$ cat config.mk
export PLATFORM = sky130hd
export DESIGN_NAME = result_skid_buffer
export DESIGN_NICKNAME = d
export VERILOG_FILES = /design/src/rtl/result_skid_buffer.sv
export SDC_FILE = /design/constraint.sdc
export NUM_CORES = 1
export LEC_CHECK = 0
export CELL_PAD_IN_SITES_DETAIL_PLACEMENT = 2
export CELL_PAD_IN_SITES_GLOBAL_PLACEMENT = 2
export CORE_MARGIN = 3
export CORE_UTILIZATION = 32
export CTS_BUF_LIST = sky130_fd_sc_hd__clkbuf_8 sky130_fd_sc_hd__clkbuf_16
export CTS_CLUSTER_SIZE = 28
export DETAILED_ROUTE_END_ITERATION = 8
export GPL_TIMING_DRIVEN = 0
export HOLD_SLACK_MARGIN = 0.03
export PLACE_DENSITY_LB_ADDON = 0.1
export SYNTH_ARGS = -nofsm -noshare
export SYNTH_HDL_FRONTEND = slang
export SYNTH_SLANG_ARGS = --single-unit
$ cat constraint.sdc
create_clock -name clk -period 3.9 [get_ports clk]
set_input_delay 0.585 -clock clk [delete_from_list [all_inputs] [get_ports clk]]
set_output_delay 0.585 -clock clk [all_outputs]
set_load 0.01 [all_outputs]
$ cat src/rtl/result_skid_buffer.sv
// result_skid_buffer
// Two-entry registered skid buffer sitting after the 4:1 result mux.
// Holds up to two results (data + select tag) in strict FIFO order and
// presents the oldest one to the writeback stage. Every output is a register,
// so nothing on in_* reaches out_* in the same cycle, and in_ready never
// depends on out_ready combinationally.
//
// Handshake rules (both sides use the same valid/ready contract):
//   - A transfer happens on a rising clk edge where valid && ready are both 1.
//   - Once valid is raised, the payload stays stable and valid stays high
//     until that transfer happens. Reset is the only exception.
//   - ready may change at any time. The payload is ignored in any cycle where
//     no transfer takes place.
module result_skid_buffer #(
  parameter int WIDTH = 32,
  parameter int TAG_W = 2,
  parameter int CNT_W = 16
) (
  input  logic             clk,
  input  logic             reset,
  input  logic             in_valid,
  input  logic [WIDTH-1:0] in_data,
  input  logic [TAG_W-1:0] in_tag,
  output logic             in_ready,
  output logic             out_valid,
  output logic [WIDTH-1:0] out_data,
  output logic [TAG_W-1:0] out_tag,
  input  logic             out_ready,
  output logic [1:0]       occupancy,
  output logic [CNT_W-1:0] xfer_count
);

  // The state encoding is the number of entries held.
  // The skid entry is valid exactly when the state is ST_FULL.
  typedef enum logic [1:0] {
    ST_EMPTY = 2'd0,
    ST_ONE   = 2'd1,
    ST_FULL  = 2'd2
  } state_t;

  state_t           r_state;
  logic [WIDTH-1:0] r_main_data;
  logic [TAG_W-1:0] r_main_tag;
  logic [WIDTH-1:0] r_skid_data;
  logic [TAG_W-1:0] r_skid_tag;
  logic             r_out_valid;
  logic             r_in_ready;
  logic [CNT_W-1:0] r_xfer_count;

  logic w_acc;
  logic w_pop;

  // Accept and pop strobes. Both are built only from registered outputs.
  assign w_acc = in_valid && r_in_ready;
  assign w_pop = r_out_valid && out_ready;

  // Main occupancy FSM. It moves the main and skid entries and drives the
  // registered handshake outputs.
  always_ff @(posedge clk or posedge reset) begin
    if (reset) begin
      r_state     <= ST_EMPTY;
      r_main_data <= '0;
      r_main_tag  <= '0;
      r_skid_data <= '0;
      r_skid_tag  <= '0;
      r_out_valid <= 1'b0;
      r_in_ready  <= 1'b1;
    end else begin
      case (r_state)
        ST_EMPTY: begin
          if (w_acc) begin
            r_main_data <= in_data;
            r_main_tag  <= in_tag;
            r_out_valid <= 1'b1;
            r_state     <= ST_ONE;
          end
        end
        ST_ONE: begin
          if (w_acc && w_pop) begin
            // Pass-through: the new result replaces the one just consumed.
            r_main_data <= in_data;
            r_main_tag  <= in_tag;
          end else if (w_acc) begin
            // Consumer stalled: park the younger result in the skid entry.
            r_skid_data <= in_data;
            r_skid_tag  <= in_tag;
            r_in_ready  <= 1'b0;
            r_state     <= ST_FULL;
          end else if (w_pop) begin
            r_out_valid <= 1'b0;
            r_state     <= ST_EMPTY;
          end
        end
        ST_FULL: begin
          // in_ready is 0 here, so only a pop can move the state.
          if (w_pop) begin
            r_main_data <= r_skid_data;
            r_main_tag  <= r_skid_tag;
            r_skid_data <= '0;
            r_skid_tag  <= '0;
            r_in_ready  <= 1'b1;
            r_state     <= ST_ONE;
          end
        end
        default: begin
          r_out_valid <= 1'b0;
          r_in_ready  <= 1'b1;
          r_state     <= ST_EMPTY;
        end
      endcase
    end
  end

  // Count accepted input transfers. The counter wraps naturally.
  always_ff @(posedge clk or posedge reset) begin
    if (reset) begin
      r_xfer_count <= '0;
    end else if (w_acc) begin
      r_xfer_count <= r_xfer_count + 1'b1;
    end
  end

  assign in_ready   = r_in_ready;
  assign out_valid  = r_out_valid;
  assign out_data   = r_main_data;
  assign out_tag    = r_main_tag;
  assign occupancy  = r_state;
  assign xfer_count = r_xfer_count;

endmodule

### Word level (Yosys, flattened, before mapping)

Cells that the tools add are included.
Widths: inputs -> output; s select.

* add/sub/neg operators: 1
* multipliers: 0
* divide/modulo/power cells: 0
* magnitude comparators: 0
* equality and inequality tests: 10
* shift operators: 0
* mux-type cells: 28
* bitwise logic cells: 2
* reduce and logical (&&, ||, !) cells: 11

Operators with widths (number)
* $mux 32: 5
* $pmux 32 s3: 1
* $pmux 32 s2: 1
* $mux 2: 9
* $add 16x1->16 const B: 1
* $reduce_and 4->1: 4
* $ne 2x2->1 const B: 7
* $pmux 2 s3: 2
* $mux 1: 7
* $pmux 1 s3: 2
* $reduce_and 5->1: 1
* $pmux 2 s2: 1
* $logic_and 1x1->1: 3
* $ne 3x3->1 const B: 1
* $reduce_bool 3->1: 1
* $eq 2x1->1 const B: 1
* $eq 2x2->1 const B: 1
* $logic_not 2->1: 1
* $not 1->1: 2
* $reduce_bool 2->1: 1

* flip-flop bits (word level): 88
* latch bits: 0
* bits in writable memories: 0
* memory bits (read-only): 0
* output and inout port bits: 54
* logic and storage cells: 60
* memories: 0

### Logic depth before layout (Yosys ltp)

Gate-level depths: netlist of run 1.

* depth in word-level cells: 5
* gate-level depth with buffers: 7
* depth with buffers taken out: 5

### Least setup slack after synthesis of run 1

Ideal clock, no wire load.

* path kind: register to register
* start: register r_in_ready, in the netlist in_ready
* end: register r_main_data[16], in the netlist out_data[16]
* library setup time: 127 ps
* arrival time: 1373 ps
* path slack: 2400 ps
* stages on the path, launching flop included: 6
* period minus slack after synthesis: 1500 ps
* path through: dfstp_2 nand2_2 o32ai_4 buf_6 buf_4 a31oi_1

* word-level cells in the longest chain between the ends: 4
* elaborated cells on any way between the ends: 5

Ends and longest elaborated chain
* start: declaration: RTL line 47 `logic r_in_ready;`
* start signal: assignment: RTL line 67 `r_in_ready <= 1'b1;`
* start signal: assignment: RTL line 87 `r_in_ready <= 1'b0;`
* start signal: assignment: RTL line 101 `r_in_ready <= 1'b1;`
* $logic_and 1x1->1 *: RTL line 54 `assign w_acc = in_valid && r_in_ready;`
* $logic_and 1x1->1: RTL line 79 `if (w_acc && w_pop) begin`
* $ne 2x2->1 (no source line)
* $reduce_and 4->1 (no source line) *
* end signal: assignment: RTL line 72 `r_main_data <= in_data;`
* end signal: assignment: RTL line 81 `r_main_data <= in_data;`
* end signal: assignment: RTL line 97 `r_main_data <= r_skid_data;`
* end: declaration: RTL line 42 `logic [WIDTH-1:0] r_main_data;`

Mark *: on every way between the ends. The rest lies on a longest branch, timed or not.
A chain may end at the register's enable or synchronous reset.

### Worst setup path after layout of run 1

* start: register r_state[1], in the netlist occupancy[1]
* end: output port occupancy[1]

RTL lines
* start: declaration: RTL line 41 `state_t r_state;`
* start signal: assignment: RTL line 61 `r_state <= ST_EMPTY;`
* start signal: assignment: RTL line 75 `r_state <= ST_ONE;`
* start signal: assignment: RTL line 88 `r_state <= ST_FULL;`
* end: declaration: RTL line 29 `output logic [1:0] occupancy,`

No word-level cell between the ends.

==> results.md, run 1 <==
- Status: finished clean
- WP data required: 3.31 ns
- Worst Clk Skew: 0.00640 ns
- Grt total ovfl: 0
- Row count: 38
- Crit Path Max Fanout: 9
- RSZ-0062 raised after global routing: false
- # IOs: 92
- Clock share of power: 47.0%
- Leak Pwr: 2.26 nW
- Worst Setup SP: occupancy[1]
- Die Wd: 113 µm
- Diodes inserted: 0
- Die area: 12900 µm²
- Top FF cell, synth: dfrtp_1
- Hold crit path type: flip-flop to flip-flop
- Family with the most delay on the worst path: buffers and inverters
- HPWL Detailed: 7.84 mm
- Sink Count: 88
- Drt wl/cell: 18.1 µm
- Number of flops mapped to enable cells by yosys: 0
- FF-to-FF Start: occupancy[0]
- Layout net count: 521
- Setup slack after layout: 1.82 ns
- Max Clock Freq: 480 MHz
- Placed Instances: 611
- Largest net degree at the start of global routing: 55
- Minimum clock period: 2.08 ns
- Startpoint Class: flip-flop
- Endpoint type of the worst setup path: output port
- Global-route wire length before repair: 18.7 mm
- Async S/R FF share, synth: 100%
- Layout cells sized above 1: 7.80%
- Placed cell areas: 4800 µm²
- Finished Layout Cells: 627
- Root buffer cell: clkbuf_16
- Period utilisation layout: 53.4%
- Flops & latches, synth: 88
- Routed Antenna Nets: 0
- Pre-Repair DR Iteration Count: 4
- Post-DR vias/cell: 5.07
- Tightest Pin Transition: 0.706 ns
- H-tree depth: 3
- Clock transition at path regs: 0.06 ns
- Hold WS: 0.479 ns
- Final wirelength: 11.3 mm
- IO buf count: 91
- Cell Pwr Density: 365 nW/µm²
- Syn Area/Cell: 9.75 µm²
- Critical path type: flip-flop to output port
- Logic pwr share: 4.0%
- Most common cell in the netlist: nand2_1
- Drt drc: 0
- Min-delay src: r_skid_data[14]
- Initial antenna violation count: 0
- Worst Path Buf+Inv: 1
- Starting density of the core: 33.4%
- Vias: 3180
- Synth area leader: dfrtp_1
- Final Cell Area: 5100 µm²
- Post-synthesis sequential area ratio: 59.6%
- Max incr delay on CP: 0.63 ns
- Clock Path Buffers: 2
- Endpoints failing hold: 0
- Sw Share: 20.8%
- Number of distinct library cells after synthesis: 32
- Final setup vio count: 0
- Net switching power figure: 387 µW
- Synthesis Warnings: 0
- Reg power frac: 49.0%
- Max-slew headroom: 52.9%
- TritonCTS buffer count: 9
- Worst-path cell chain: clkdlybuf4s50_1
- Total setup buffers inserted after CTS: 0
- Gate Count Post-Synth: 379
- Final GP Congestion: 0.720
- Chip height: 113 µm
- Worst-skew pair later-pin latency: 0.34 ns
- Fin util: 46.1%
- CP arrival: 1.50 ns
- Synthesized netlist net count: 418
- Synth top area share: 58.9%
- Int Pwr: 1.48 mW
- Hold buffer count at cts: 0
- DR iter-0 viols: 97
- Synth top cells by count: nand2_1 (113), dfrtp_1 (87), nor2_1 (40)
- Max_cap viols: 0
- Mapped Area: 3690 µm²
- Slowest cell on crit path: clkdlybuf4s50_1
- Gates resized, CTS repair: 0
- Area growth, synth to finish: 38.1%
- Core Region: 11100 µm²
- CTS tree: built
- GRT Total Usage: 18.7%
- Slew Limit Fails: 0
- Vias in the first global route: 3533
- Worst slack at placement: 1.50 ns
- Top cells by area, synth: dfrtp_1 (59%), nand2_1 (11%), a31oi_1 (5.9%)
- Peak supply drop: 0.180 mV
-- path summary, 6_finish.rpt --
check	end	slack, ns	cells past startpoint
setup / recovery	occupancy[1]	1.82	1
hold / removal	r_skid_data[14]	0.48	2
setup reg to reg	out_data[11]	2.05	5
hold reg to reg	r_skid_data[14]	0.48	2
max in group asynchronous	r_skid_data[25]	2.53	3
min in group asynchronous	r_skid_data[11]	0.72	2
-- metrics by stage --
step           TNS (ns)  power [mW]
2_1_floorplan         0       0.953
3_3_place_gp     -45.92        1.00
3_5_place_dp          0        1.01
4_1_cts               0        1.89
5_1_grt               0        1.93
6_report              0        1.86
-- power by group through the flow --
stage	clock network (mW)	registers, mW	logic, mW
2_1_floorplan	0	0.930	0.0234
3_3_place_gp	0	0.930	0.0711
3_5_place_dp	0	0.930	0.0762
4_1_cts	0.898	0.913	0.0767
5_1_grt	0.937	0.912	0.0828
6_report	0.875	0.913	0.0743
-- logic make-up (layout without fill, tap and decap cells) --
family / after synthesis / after routing / share of synthesized area (%)
flip-flops: 88 / 88 / 59.6
AO/OA/AOI/OAI: 79 / 79 / 13.5
AND/OR/NAND/NOR: 172 / 172 / 18.8
multiplexers: 1 / 1 / 0.305
XOR/XNOR: 15 / 15 / 3.56
buffers and inverters: 23 / 131 / 3.86
adder cells (fa/ha/maj): 1 / 1 / 0.339
-- flip-flops by register name, summed over array words and instances, names as in the netlist --
register / flops
xfer_count: 16
in_ready: 1
out_tag: 2
occupancy: 2
out_data: 32
out_valid: 1
r_skid_tag: 2
r_skid_data: 32
-- metal layers --
layer  track usage [%]  up-vias  share of wire, %
li1                  -     1474                 -
met1              23.3     1636                45
met2              32.9       57                51
met3              2.81       13               3.0
met4              6.97        0               1.6
met5                 0        -                 0
-- worst reg2reg max path, delay by kind of cell, from the launching register on --
family / cells / cell delay, ns
AO/OA/AOI/OAI: 1 / 0.21
buffers and inverters: 2 / 0.73
flip-flops: 1 / 0.50
AND/OR/NAND/NOR: 2 / 0.32
-- layout by cell type, fill, tap and decap left out, drive strengths merged --
master / n
buf: 16
a31oi: 35
ha: 1
xnor2: 12
a21boi: 1
bufinv: 1
o21ai: 35
nor3: 2
mux2: 1
a21oi: 5
nand3b: 1
nand4: 2
nor2: 40
clkdlybuf4s50: 91
a2bb2oi: 1
and4: 2
nand2: 114
clkinv: 2
clkbuf: 18
nand2b: 1
nor2b: 1
and2: 1
dfstp: 1
and3b: 1
o22ai: 1
inv: 3
dfrtp: 87
o32ai: 1
xor2: 3
nand3: 7
-- layout make-up --
cell class	instances	area [µm²]
multi-input combinational	268	1350
tap	140	175
sequential	88	2200
inverter	1	6.26
timing repair buffer	92	931
buffer	22	139
fill	1200	5970
clock inverter	5	47.5
clock buffer	11	253
(Power assumes the default switching activity.)
==> run 2, diff against run 1 <==
- CORE_UTILIZATION: 32 -> 30
- clock period: 3.9 -> 2.2 ns (I/O delays scaled with it)
==> results.md, run 2 (same netlist as run 1, synthesis figures left out) <==
- Layout net count: 522 (+0.19%)
- HPWL Detailed: 8.08 mm (+3.1%)
- Worst Path Buf+Inv: 2 (+1)
- Worst-skew pair later-pin latency: 0.33 ns (about the same)
- R2R Setup Slk: 0.35 ns (-1.70 ns)
- Max Clock Freq: 540 MHz
- Pre-Repair DR Iteration Count: 4 (unchanged)
- Endpoint type of the worst setup path: flip-flop
- Worst Clk Skew: 0.00694 ns (+0.000542 ns)
- Global-route wire length before repair: 18.8 mm (+0.26%)
- Die area: 13700 µm² (+6.3%)
- WP data required: 2.45 ns (-0.86 ns)
- Post-DR vias/cell: 4.95 (-2.3%)
- Cell Pwr Density: 638 nW/µm² (+75%)
- Starting density of the core: 31.5% (-1.8 points)
- Max_cap viols: 0 (unchanged)
- Startpoint Class: flip-flop
- Initial antenna violation count: 0 (unchanged)
- Crit Path Max Fanout: 10 (+1)
- IO buf count: 91 (unchanged)
- Die Wd: 117 µm (+3.1%)
- Tightest Pin Transition: 0.631 ns (-0.0755 ns)
- Multi-input gate area: 1350 µm² (unchanged)
- Drt drc: 0 (unchanged)
- Area growth, synth to finish: 38.5%
- Chip height: 117 µm (+3.1%)
- Family with the most delay on the worst path: buffers and inverters
- Hold buffer count at cts: 0 (unchanged)
- Grt total ovfl: 0 (unchanged)
- H-tree depth: 3 (unchanged)
- Status: finished clean
- CP arrival: 2.10 ns (+0.60 ns)
- Total setup buffers inserted after CTS: 0 (unchanged)
- Largest net degree at the start of global routing: 40 (-27%)
- Most common cell after layout, fill and taps aside: nand2_1
- Root buffer cell: clkbuf_16
- Endpoints failing hold: 0 (unchanged)
- Max incr delay on CP: 0.50 ns (-0.13 ns)
- Fillers: 1300 (+8.3%)
- RSZ-0062 raised after global routing: false
- Most frequent cells in the layout: nand2_1 (113), clkdlybuf4s50_1 (91), dfrtp_1 (87)
- GRT Total Usage: 17.8% (-0.95 points)
- DR iter-0 viols: 109 (+12%)
- Leak Pwr: 2.26 nW (-0.16%)
- # IOs: 92 (unchanged)
- Gates resized, CTS repair: 0 (unchanged)
- Slew Limit Fails: 0 (unchanged)
- Peak supply drop: 0.260 mV (+45%)
- Core Region: 11700 µm² (+5.7%)
- Diodes inserted: 0 (unchanged)
- Vias in the first global route: 3592 (+1.7%)
- CTS tree: built
- Routed Antenna Nets: 0 (unchanged)
- Drt wl/cell: 18.0 µm (-0.68%)
- Clock Path Buffers: 2 (unchanged)
- Clock transition at path regs: 0.06 ns (about the same)
- Sink Count: 88 (unchanged)
- Register area: 2200 µm² (unchanged)
- Row count: 39 (+2.6%)
- Placed Instances: 615 (+0.65%)
- Sum Neg Setup Slack: 0 ns (unchanged)
- Hold crit path type: primary input to asynchronous set/reset pin
- Final wirelength: 11.3 mm (-0.20%)
- Vias: 3121 (-1.9%)
- Final setup vio count: 0 (unchanged)
- Critical path type: flip-flop to flip-flop
- Slowest cell on crit path: dfrtp_1
- Period utilisation layout: 84.2%
- Max-slew headroom: 57.9% (+4.9 points)
- Layout cells sized above 1: 8.01% (+0.21 points)
- Minimum clock period: 1.85 ns
- Fin util: 43.7% (-2.4 points)
- Final GP Congestion: 0.739 (+2.6%)
- Worst-path cell chain: nand2b_1 > buf_4 > clkbuf_1 > nand2_1 > a31oi_1
- TritonCTS buffer count: 9 (unchanged)
- Finished Layout Cells: 630 (+0.48%)
-- run 2: worst paths after layout --
| check | from | end | cells after the start |
|---|---|---|---|
| min in group clk | xfer_count[15] | xfer_count[15] | 1 |
| worst max-delay path | occupancy[1] | out_tag[0] | 5 |
| worst min-delay path | reset | xfer_count[1] | 2 |
| max in group asynchronous | reset | out_data[16] | 4 |
| worst max register to register | occupancy[1] | out_tag[0] | 5 |
| worst min register to register | xfer_count[15] | xfer_count[15] | 1 |
-- run 2: per-layer routing --
metal	wire [µm]	GRT usage, %	vias to the layer above
met5	0	0	-
li1	-	-	1474
met3	406	3.55	7
met1	5290	24.1	1577
met4	74	4.13	0
met2	5550	29.5	63
-- run 2: layout make-up --
| type | count | share of cell area (%) |
|---|---|---|
| inverter | 1 | 0.147 |
| timing repair buffer | 93 | 18.6 |
| tap | 143 | 3.50 |
| buffer | 22 | 2.71 |
| multi-input combinational | 268 | 26.4 |
| clock buffer | 10 | 4.67 |
| sequential | 88 | 43.1 |
| clock inverter | 5 | 0.954 |
-- run 2: metrics by stage --
step | worst slack, ns | total power, mW | cell area [µm²] | hold slack, ns
2_1_floorplan | 0.700 | 1.69 | 3700 | 0.416
3_3_place_gp | -0.253 | 1.78 | 4790 | 0.461
3_5_place_dp | 0.0152 | 1.79 | 4830 | 0.473
4_1_cts | 0.313 | 3.31 | 5120 | 0.438
5_1_grt | 0.164 | 3.40 | 5120 | 0.489
6_report | 0.347 | 3.26 | 5120 | 0.429
-- run 2: report_power, final --
part	internal, mW	total (mW)	switching [mW]
Clock	0.895	1.51	0.612
Sequential	1.62	1.62	0
Combinational	0.0705	0.137	0.0665
Total	2.58	3.26	0.679
